`src/rtl/msx_slot_bus_pkg.sv`:
```
// msx_slot_bus_pkg: shared types and constants for the MSX slot bus initiator.
//   state_t   - initiator FSM states (IDLE, REQ, HOLD)
//   OPEN_BUS  - value returned on reads when no responder drives the bus
//   TMO_CNT_W - width of the REQ-state timeout counter
package msx_slot_bus_pkg;

   typedef enum logic [1:0] {
      IDLE = 2'd0,
      REQ  = 2'd1,
      HOLD = 2'd2
   } state_t;

   localparam logic [7:0] OPEN_BUS  = 8'hFF;
   localparam int         TMO_CNT_W = 8;

endpackage

```
`src/rtl/msx_strobe_sync.sv`:
```
// msx_strobe_sync: multi-bit flip-flop chain synchronizer for active-low strobes.
//   i_clk   - sampling clock
//   i_rst   - asynchronous active-high reset; every stage resets to 1 (strobe inactive)
//   i_async - asynchronous strobe inputs
//   o_sync  - strobes after SYNC_STAGES flip-flops
module msx_strobe_sync #(
   parameter int unsigned WIDTH       = 6,
   parameter int unsigned SYNC_STAGES = 2
) (
   input  logic             i_clk,
   input  logic             i_rst,
   input  logic [WIDTH-1:0] i_async,
   output logic [WIDTH-1:0] o_sync
);

   logic [SYNC_STAGES-1:0][WIDTH-1:0] r_sync;

   always_ff @(posedge i_clk or posedge i_rst) begin
      if (i_rst) begin
         r_sync <= '1;
      end else begin
         r_sync <= {r_sync[SYNC_STAGES-2:0], i_async};
      end
   end

   assign o_sync = r_sync[SYNC_STAGES-1];

endmodule

```
`src/rtl/msx_slot_bus_initiator.sv`:
```
// msx_slot_bus_initiator: turns asynchronous Z80 slot strobes into single transactions on
// the internal cartridge bus and returns read data to the slot.
//   clk, reset          - system clock, asynchronous active-high reset
//   slot_a, slot_d_in   - Z80 address / write data, sampled at the detect cycle
//   slot_*_n strobes    - sltsl, mreq, iorq, m1, rd, wr (synchronized internally)
//   slot_d_out/_oe      - read data back to the Z80 and its output enable
//   slot_wait_n         - Z80 wait request (only driven when MSX_SLOT_WAIT_EN is defined)
//   bus_*               - initiator side of the cartridge bus (valid/ready handshake)
//   timeout_flag        - sticky abort indicator, cleared by reset only
// Optional feature macro: MSX_SLOT_WAIT_EN (stretch Z80 cycles while a request is open).
module msx_slot_bus_initiator
   import msx_slot_bus_pkg::*;
#(
   parameter int unsigned SYNC_STAGES    = 2,
   parameter int unsigned TIMEOUT_CYCLES = 255
) (
   input  logic        clk,
   input  logic        reset,
   input  logic [15:0] slot_a,
   input  logic [7:0]  slot_d_in,
   output logic [7:0]  slot_d_out,
   output logic        slot_d_oe,
   input  logic        slot_sltsl_n,
   input  logic        slot_mreq_n,
   input  logic        slot_iorq_n,
   input  logic        slot_m1_n,
   input  logic        slot_rd_n,
   input  logic        slot_wr_n,
   output logic        slot_wait_n,
   output logic        bus_memreq,
   output logic        bus_ioreq,
   output logic [15:0] bus_address,
   output logic        bus_write,
   output logic        bus_valid,
   input  logic        bus_ready,
   output logic [7:0]  bus_wdata,
   input  logic [7:0]  bus_rdata,
   input  logic        bus_rdata_en,
   output logic        timeout_flag
);

   localparam logic [TMO_CNT_W-1:0] TMO_LAST = TMO_CNT_W'(TIMEOUT_CYCLES - 1);

   logic [5:0] w_raw;
   logic [5:0] w_sync;
   logic       w_sltsl_n, w_mreq_n, w_iorq_n, w_m1_n, w_rd_n, w_wr_n;
   logic       w_one_strobe, w_mem, w_io, w_active, w_detect;

   state_t                 r_state;
   logic [SYNC_STAGES-1:0] r_warm;
   logic                   r_active_prev;
   logic                   r_valid, r_memreq, r_ioreq, r_write;
   logic [15:0]            r_addr;
   logic [7:0]             r_wdata;
   logic [7:0]             r_rdata;
   logic                   r_rd_ok;
   logic                   r_timeout;
   logic [TMO_CNT_W-1:0]   r_cnt;

   assign w_raw = {slot_sltsl_n, slot_mreq_n, slot_iorq_n, slot_m1_n, slot_rd_n, slot_wr_n};

   msx_strobe_sync #(
      .WIDTH       (6),
      .SYNC_STAGES (SYNC_STAGES)
   ) u_strobe_sync (
      .i_clk   (clk),
      .i_rst   (reset),
      .i_async (w_raw),
      .o_sync  (w_sync)
   );

   assign {w_sltsl_n, w_mreq_n, w_iorq_n, w_m1_n, w_rd_n, w_wr_n} = w_sync;

   // Exactly one of rd/wr active; mreq+iorq together or iorq with m1 (INTA) never qualify.
   assign w_one_strobe = w_rd_n ^ w_wr_n;
   assign w_mem        = !w_mreq_n & !w_sltsl_n & w_iorq_n & w_one_strobe;
   assign w_io         = !w_iorq_n & w_m1_n & w_mreq_n & w_one_strobe;
   assign w_active     = w_mem | w_io;

   // r_warm fills with ones once the synchronizer holds real pin values. Until then the
   // previous-active term is forced high, so a strobe held across reset is not seen as an edge.
   assign w_detect = r_warm[SYNC_STAGES-1] & w_active & !r_active_prev;

   always_ff @(posedge clk or posedge reset) begin
      if (reset) begin
         r_state       <= IDLE;
         r_warm        <= '0;
         r_active_prev <= 1'b1;
         r_valid       <= 1'b0;
         r_memreq      <= 1'b0;
         r_ioreq       <= 1'b0;
         r_write       <= 1'b0;
         r_addr        <= '0;
         r_wdata       <= '0;
         r_rdata       <= OPEN_BUS;
         r_rd_ok       <= 1'b0;
         r_timeout     <= 1'b0;
         r_cnt         <= '0;
      end else begin
         r_warm        <= {r_warm[SYNC_STAGES-2:0], 1'b1};
         r_active_prev <= r_warm[SYNC_STAGES-1] ? w_active : 1'b1;
         unique case (r_state)
            IDLE: begin
               r_rd_ok <= 1'b0;
               if (w_detect) begin
                  r_memreq <= w_mem;
                  r_ioreq  <= w_io;
                  r_addr   <= slot_a;
                  r_write  <= !w_wr_n;
                  r_wdata  <= slot_d_in;
                  r_valid  <= 1'b1;
                  r_cnt    <= '0;
                  r_state  <= REQ;
               end
            end
            REQ: begin
               if (r_valid && bus_ready) begin
                  r_valid <= 1'b0;
                  if (!r_write) begin
                     r_rdata <= bus_rdata_en ? bus_rdata : OPEN_BUS;
                     r_rd_ok <= 1'b1;
                  end
                  r_state <= HOLD;
               end else if (r_cnt == TMO_LAST) begin
                  r_valid   <= 1'b0;
                  r_timeout <= 1'b1;
                  if (!r_write) begin
                     r_rdata <= OPEN_BUS;
                     r_rd_ok <= 1'b1;
                  end
                  r_state <= HOLD;
               end else begin
                  r_cnt <= r_cnt + 1'b1;
               end
            end
            HOLD: begin
               if (!w_active) begin
                  r_state <= IDLE;
               end
            end
            default: r_state <= IDLE;
         endcase
      end
   end

   assign bus_memreq   = r_memreq;
   assign bus_ioreq    = r_ioreq;
   assign bus_address  = r_addr;
   assign bus_write    = r_write;
   assign bus_valid    = r_valid;
   assign bus_wdata    = r_wdata;
   assign timeout_flag = r_timeout;
   assign slot_d_out   = r_rdata;
   // Raw rd_n so the driver lets go as soon as the Z80 ends its read.
   assign slot_d_oe    = !slot_rd_n & (r_state == HOLD) & r_rd_ok;

`ifdef MSX_SLOT_WAIT_EN
   assign slot_wait_n = !((r_state == REQ) | ((r_state == IDLE) & w_detect));
`else
   assign slot_wait_n = 1'b1;
`endif

endmodule

```
`config.mk`:
```
export PLATFORM = sky130hd
export DESIGN_NAME = msx_slot_bus_initiator
export DESIGN_NICKNAME = d
export VERILOG_FILES = /design/src/rtl/msx_slot_bus_pkg.sv /design/src/rtl/msx_strobe_sync.sv /design/src/rtl/msx_slot_bus_initiator.sv
export SDC_FILE = /design/constraint.sdc
export NUM_CORES = 1
export LEC_CHECK = 0
export ABC_AREA = 1
export CAP_MARGIN = 30
export CORE_MARGIN = 4
export CORE_UTILIZATION = 51
export DETAILED_ROUTE_END_ITERATION = 10
export DONT_BUFFER_PORTS = 1
export GPL_TIMING_DRIVEN = 1
export PLACE_DENSITY = 0.65
export SLEW_MARGIN = 30
export SYNTH_ARGS = -nofsm -noshare
export SYNTH_HDL_FRONTEND = slang
export SYNTH_SLANG_ARGS = --single-unit
```
`constraint.sdc`:
```
create_clock -name clk -period 2 [get_ports clk]
set_input_delay 0.2 -clock clk [delete_from_list [all_inputs] [get_ports clk]]
set_output_delay 0.2 -clock clk [all_outputs]
set_load 0.005 [all_outputs]
```
-- Yosys cells after proc, flatten, opt, wreduce, memory -nomap -nowiden
Cells that the tools add are included.
- register bits after elaboration: 63
- latch bits: 0
- RAM bits: 0
- bits in read-only memories: 0
- input port bits: 42
- output and inout bits: 39
- word-level logic and storage cells: 79
- memories: 0
- $add $sub $neg: 1
- multipliers: 0
- divide/modulo/power cells: 0
- magnitude comparators: 0
- equal/unequal tests: 10
- shift-type cells: 0
- mux-type cells: 23
- bitwise operators: 13
- reduce and logical (&&, ||, !) cells: 17
- operator list (operator ; number):
    two-way mux 8 bit ; 8
    case mux 8 bit (2 select lines) ; 1
    != test 2 bit, second input constant ; 6
    AND 1 bit ; 10
    AND reduction 3 bit ; 3
    adder 8 x 1 -> 8 bit, second input constant ; 1
    equality test 8 bit, second input constant ; 1
    two-way mux 2 bit ; 4
    AND reduction 4 bit ; 2
    two-way mux 1 bit ; 7
    logical NOT 1 bit ; 6
    case mux 2 bit (3 select lines) ; 1
    case mux 1 bit (2 select lines) ; 2
    AND reduction 2 bit ; 2
    nonzero test 2 bit ; 2
    != test 3 bit, second input constant ; 1
    equality test 2 x 1 -> 1 bit, second input constant ; 1
    equality test 2 bit, second input constant ; 1
    logical NOT 2 bit ; 1
    logical AND 1 bit ; 1
    inverter 1 bit ; 1
    OR 1 bit ; 1
    bitwise XOR 1 bit ; 1

-- Longest topological paths before layout
- word-level depth: 9
- mapped depth: 10
- gate-level depth less buffers: 9

-- Hierarchy
A second synthesis with hierarchy kept.
- cell total of the unflattened synthesis: 270
- area, all modules: 2606.2 um2
- by module, submodules not included (module ; instances ; cells each ; area an instance (um2) ; seq. area each (um2)):
    msx_slot_bus_initiator ; 1 ; 251 ; 2242.2 ; 1287.5
    msx_strobe_sync ; 1 ; 19 ; 364.1 ; 315.3

-- Worst setup path after synthesis
Ideal clock, no wire load.
- path type: register to register
- from: register u_strobe_sync.r_sync (netlist bit u_strobe_sync.o_sync[0])
- to: register r_addr[0] (netlist: bus_address[0])
- setup time: 0.116 ns
- data arrival time: 1.362 ns
- data required time: 1.884 ns
- slack: 0.521 ns
- stages on the path, launching flop included: 10
- path buffers: 2
- clock period less this slack: 1.479 ns
- path through: dfstp_2 > inv_1 > nand2_1 > nand2_1 > a21oi_4 > nand2_2 > buf_2 > buf_6 > nand2_1 > nand2_1
- cells in the longest elaborated chain, start to end: 6
- elaborated cells on any way between the ends: 7
- those cells by class: bitwise: 6; reduce/logical: 1
- ends and longest elaborated chain (what ; line ; text):
    from (decl) ; msx_strobe_sync.sv:16 ; logic [SYNC_STAGES-1:0][WIDTH-1:0] r_sync;
    from (signal assigned) ; msx_strobe_sync.sv:22 ; r_sync <= {r_sync[SYNC_STAGES-2:0], i_async};
    bitwise XOR 1 bit (*) ; msx_slot_bus_initiator.sv:75 ; assign w_one_strobe = w_rd_n ^ w_wr_n;
    AND 1 bit (on tied branches) ; msx_slot_bus_initiator.sv:76, msx_slot_bus_initiator.sv:77 ;
    OR 1 bit (*) ; msx_slot_bus_initiator.sv:78 ; assign w_active = w_mem | w_io;
    AND 1 bit (*) (2 in a row) ; msx_slot_bus_initiator.sv:82 ; assign w_detect = r_warm[SYNC_STAGES-1] & w_active & !r_active_prev;
    AND reduction 2 bit (no source line) (*) ; -- ;
    to (signal assigned) ; msx_slot_bus_initiator.sv:108 ; r_addr <= slot_a;
    to (decl) ; msx_slot_bus_initiator.sv:53 ; logic [15:0] r_addr;
Mark *: on every way between the ends. The rest lies on a longest branch, timed or not.
A chain may end at the register's enable or synchronous reset.

-- Worst setup path in the final report
- from: register u_strobe_sync.r_sync (netlist bit u_strobe_sync.o_sync[0])
- to: register r_cnt[3]
- cells in the longest elaborated chain, start to end: 7
- elaborated cells on any way between the ends: 8
- those cells by class: eq/ne: 1; bitwise: 6; reduce/logical: 1
- ends and longest elaborated chain (what ; line ; text):
    bitwise XOR 1 bit (*) ; msx_slot_bus_initiator.sv:75 ;
    AND 1 bit (on tied branches) ; msx_slot_bus_initiator.sv:76, msx_slot_bus_initiator.sv:77 ;
    OR 1 bit (*) ; msx_slot_bus_initiator.sv:78 ;
    AND 1 bit (*) (2 in a row) ; msx_slot_bus_initiator.sv:82 ;
    != test 2 bit (no source line) (*) ; -- ;
    AND reduction 4 bit (no source line) (*) ; -- ;
    to (signal assigned) ; msx_slot_bus_initiator.sv:133 ; r_cnt <= r_cnt + 1'b1;
    to (decl) ; msx_slot_bus_initiator.sv:58 ; logic [TMO_CNT_W-1:0] r_cnt;
Marked as above.

==> impl_metrics.yaml <==
logic_synthesis:
  synthCells: 271
  yosysSeqAreaShare_pct: 62.43
  ys_warn_count: 0
  syn_area_um2: 2567
  post_synth_num_cell_types: 28
  ys_seq_elements: 63
  syn_area_per_cell_um2: 9.474
global_routing:
  grt_pass1_vias: 1910
  grt_pass1_wl_um: 8880
  grt_max_degree: 28
  overflow: 0
  antenna_found_initial: 0
  grtUsageTotal_pct: 18.46
cts:
  clockRootBuffer: "clkbuf_8"
  cts_resized: 0
  ctsHoldBuffers: 8
  path_clk_slew_ns: 0.07
  cts-buffers-inserted: 9
  numClockSinks: 63
  cts_setup_buffers: 0
  htree_levels: 3
  tritoncts: "built"
  clock_path_buffers: 2
  insertion_delay_ns: 0.33
die:
  num_io_pins: 81
  die_w_um: 78.95
  start_util_pct: 53.65
  rows: 25
  die_h_um: 78.95
  design.core.area_um2: 4786
  die_area_um2: 6233
detailed_routing:
  wl_um: 5026
  drc: 0
  num_vias: 1828
  wl_per_cell_um: 13.96
  drt-initial-drc-count: 98
  viasPerCell: 5.078
  drtAntennaViolNets: 0
  drtPass1Iterations: 4
cells_and_area:
  area_growth_pct: 13.45
  fillers: 432
  final_cells: 360
  antenna_cells: 0
  seqCellArea_um2: 1603
  finish.instance_area_um2: 2913
  layout.nets: 332
  drive_above_1_share_pct: 18.77
  multi_input_area_um2: 852.1
sta:
  finalSetupTns_ns: 0
  fin_skew_ns: 0.01059
  setup_viol: 0
  fin_crit_sh_pct: 81.49
  layout_min_cycle_time_ns: 1.630
  whs_ns: 0.01215
  final_max_slew_viol_count: 0
  rsz0062_at_grt: "false"
  finalHoldViolations: 0
  fmax_ghz: 0.6136
pwr:
  peakVddDrop_v: 0.0007405
  power_leakage_nw: 1.423
  p_per_area_nw_per_um2: 1121
  p_total_mw: 3.266
place:
  post-dp-hpwl_um: 3575
  postPlaceCellArea_um2: 2644
  gp_congestion: 0.7746
  post-place-cells: 335
  port_buffers: 0
critical_path:
  cp_max_fo: 19
  rr_startpoint: "u_strobe_sync.o_sync[0]"
  worstPathRequired_ns: 2.21
  setup.worst_path.end_class: "flip-flop"
  worst-setup-path-type: "reg2reg"
  r2r_end: "r_cnt[3]"
  startpoint: "u_strobe_sync.o_sync[0]"
  crit_end: "r_cnt[3]"
  reg2reg_slack_ns: 0.37
  worstSetupStartpointType: "flip-flop"
  reg2regPathDepth: 8
  arrival_ns: 1.84
job:
  drv_cap: 0
worst_hold_path:
  hold_path.class: "in2reg"
status:
  status: "finished, final reports clean"
[power breakdown]
| group | switching (mW) | internal (mW) | total, mW |
|---|---|---|---|
| combinational | 0.248 | 0.159 | 0.407 |
| clock | 0.495 | 0.489 | 0.984 |
| sequential | 0.244 | 1.63 | 1.87 |
| total | 0.987 | 2.28 | 3.27 |
[metal layers]
layer  up-vias  GRT usage (%)  routed length (µm)
met5         -              0                   0
met4         0          8.935                 106
li1        905              -                   -
met2        64          28.35                2321
met1       848          22.77                2143
met3        11          7.370                 454
[flip-flops by register name, indices dropped and copies added, names as in the netlist, 2 cells and up]
| signal | cells |
|---|---|
| bus_address | 16 |
| bus_wdata | 8 |
| r_cnt | 8 |
| r_state | 2 |
| r_warm | 2 |
| slot_d_out | 8 |
| u_strobe_sync.o_sync | 6 |
| u_strobe_sync.r_sync | 6 |
[kinds of logic after synthesis]
group | Yosys count | share of synthesized area, %
flops | 63 | 62.43
compound gates | 14 | 3.363
buf+inv | 26 | 4.532
fa+ha+maj | 2 | 0.9745
simple gates | 164 | 28.22
xor+xnor | 1 | 0.3412
other cells | 1 | 0.1461
[cell usage after synthesis, drive strengths merged]
library cell  instances  area [µm²]
o21bai                1       7.510
buf                   8       48.80
nand4                 2       12.51
nor2                 16       62.56
nand3b                2       15.01
o21ai                10       50.05
nor3                  1       16.27
clkbuf                2       7.510
a21oi                 2       21.27
inv                  16       60.05
nor3b                 2       15.01
nand3                43       225.2
dfstp                21       551.8
a21boi                1       7.510
xnor2                 1       8.760
nand2                96       365.3
ha                    2       25.02
conb                  1       3.750
nor4                  1       6.260
dfrtp                42        1051
or2                   1       6.260
[layout make-up]
type,instances,area share (%)
timing repair buffer,15,4.639
multi-input combinational,183,29.25
inverter,16,2.062
tap,67,2.878
clock buffer,10,4.725
clock inverter,6,1.418
sequential,63,55.03
[per-stage QoR]
stage	util [%]	worst slack [ns]
6_report	60.86	0.3703
3_5_place_dp	55.24	0.3747
5_1_grt	60.86	0.1820
3_3_place_gp	55.24	0.4365
4_1_cts	60.65	0.3416
2_1_floorplan	-	0.2650
[worst min-delay path by stage]
stage | from | to | slack, ns | cells past startpoint
floorplan | slot_wr_n | u_strobe_sync.r_sync[0] | 0.20 | 0
global placement | reset | bus_address[14] | 0.11 | 1
detailed placement | reset | bus_address[14] | 0.11 | 1
CTS | slot_a[8] | bus_address[8] | 0.0008 | 2
global route | slot_a[0] | bus_address[0] | 0.0005 | 2
finish | slot_a[10] | bus_address[10] | 0.01 | 2
[critical path, cell delays in order (launching register included)]
cell     delay, ns
dfstp_2       0.54
inv_1         0.04
nand2_1       0.07
nand2_1       0.09
a21oi_4       0.14
nand2_2       0.24
buf_4         0.27
nand3_1       0.07
nand2_1       0.06
[placed cells by master, fill, tap and decap left out, drive strengths merged, types with 2 or more instances in the layout]
cell and n:
a21oi 2, buf 6, clkbuf 10, clkinv 2, conb 2, dfrtp 42, dfstp 21, dlygate4sd3 9
ha 2, inv 20, nand2 96, nand3 43, nand3b 2, nand4 2, nor2 16, nor3b 2
o21ai 10
No activity file was read; power rests on OpenSTA's default activity.
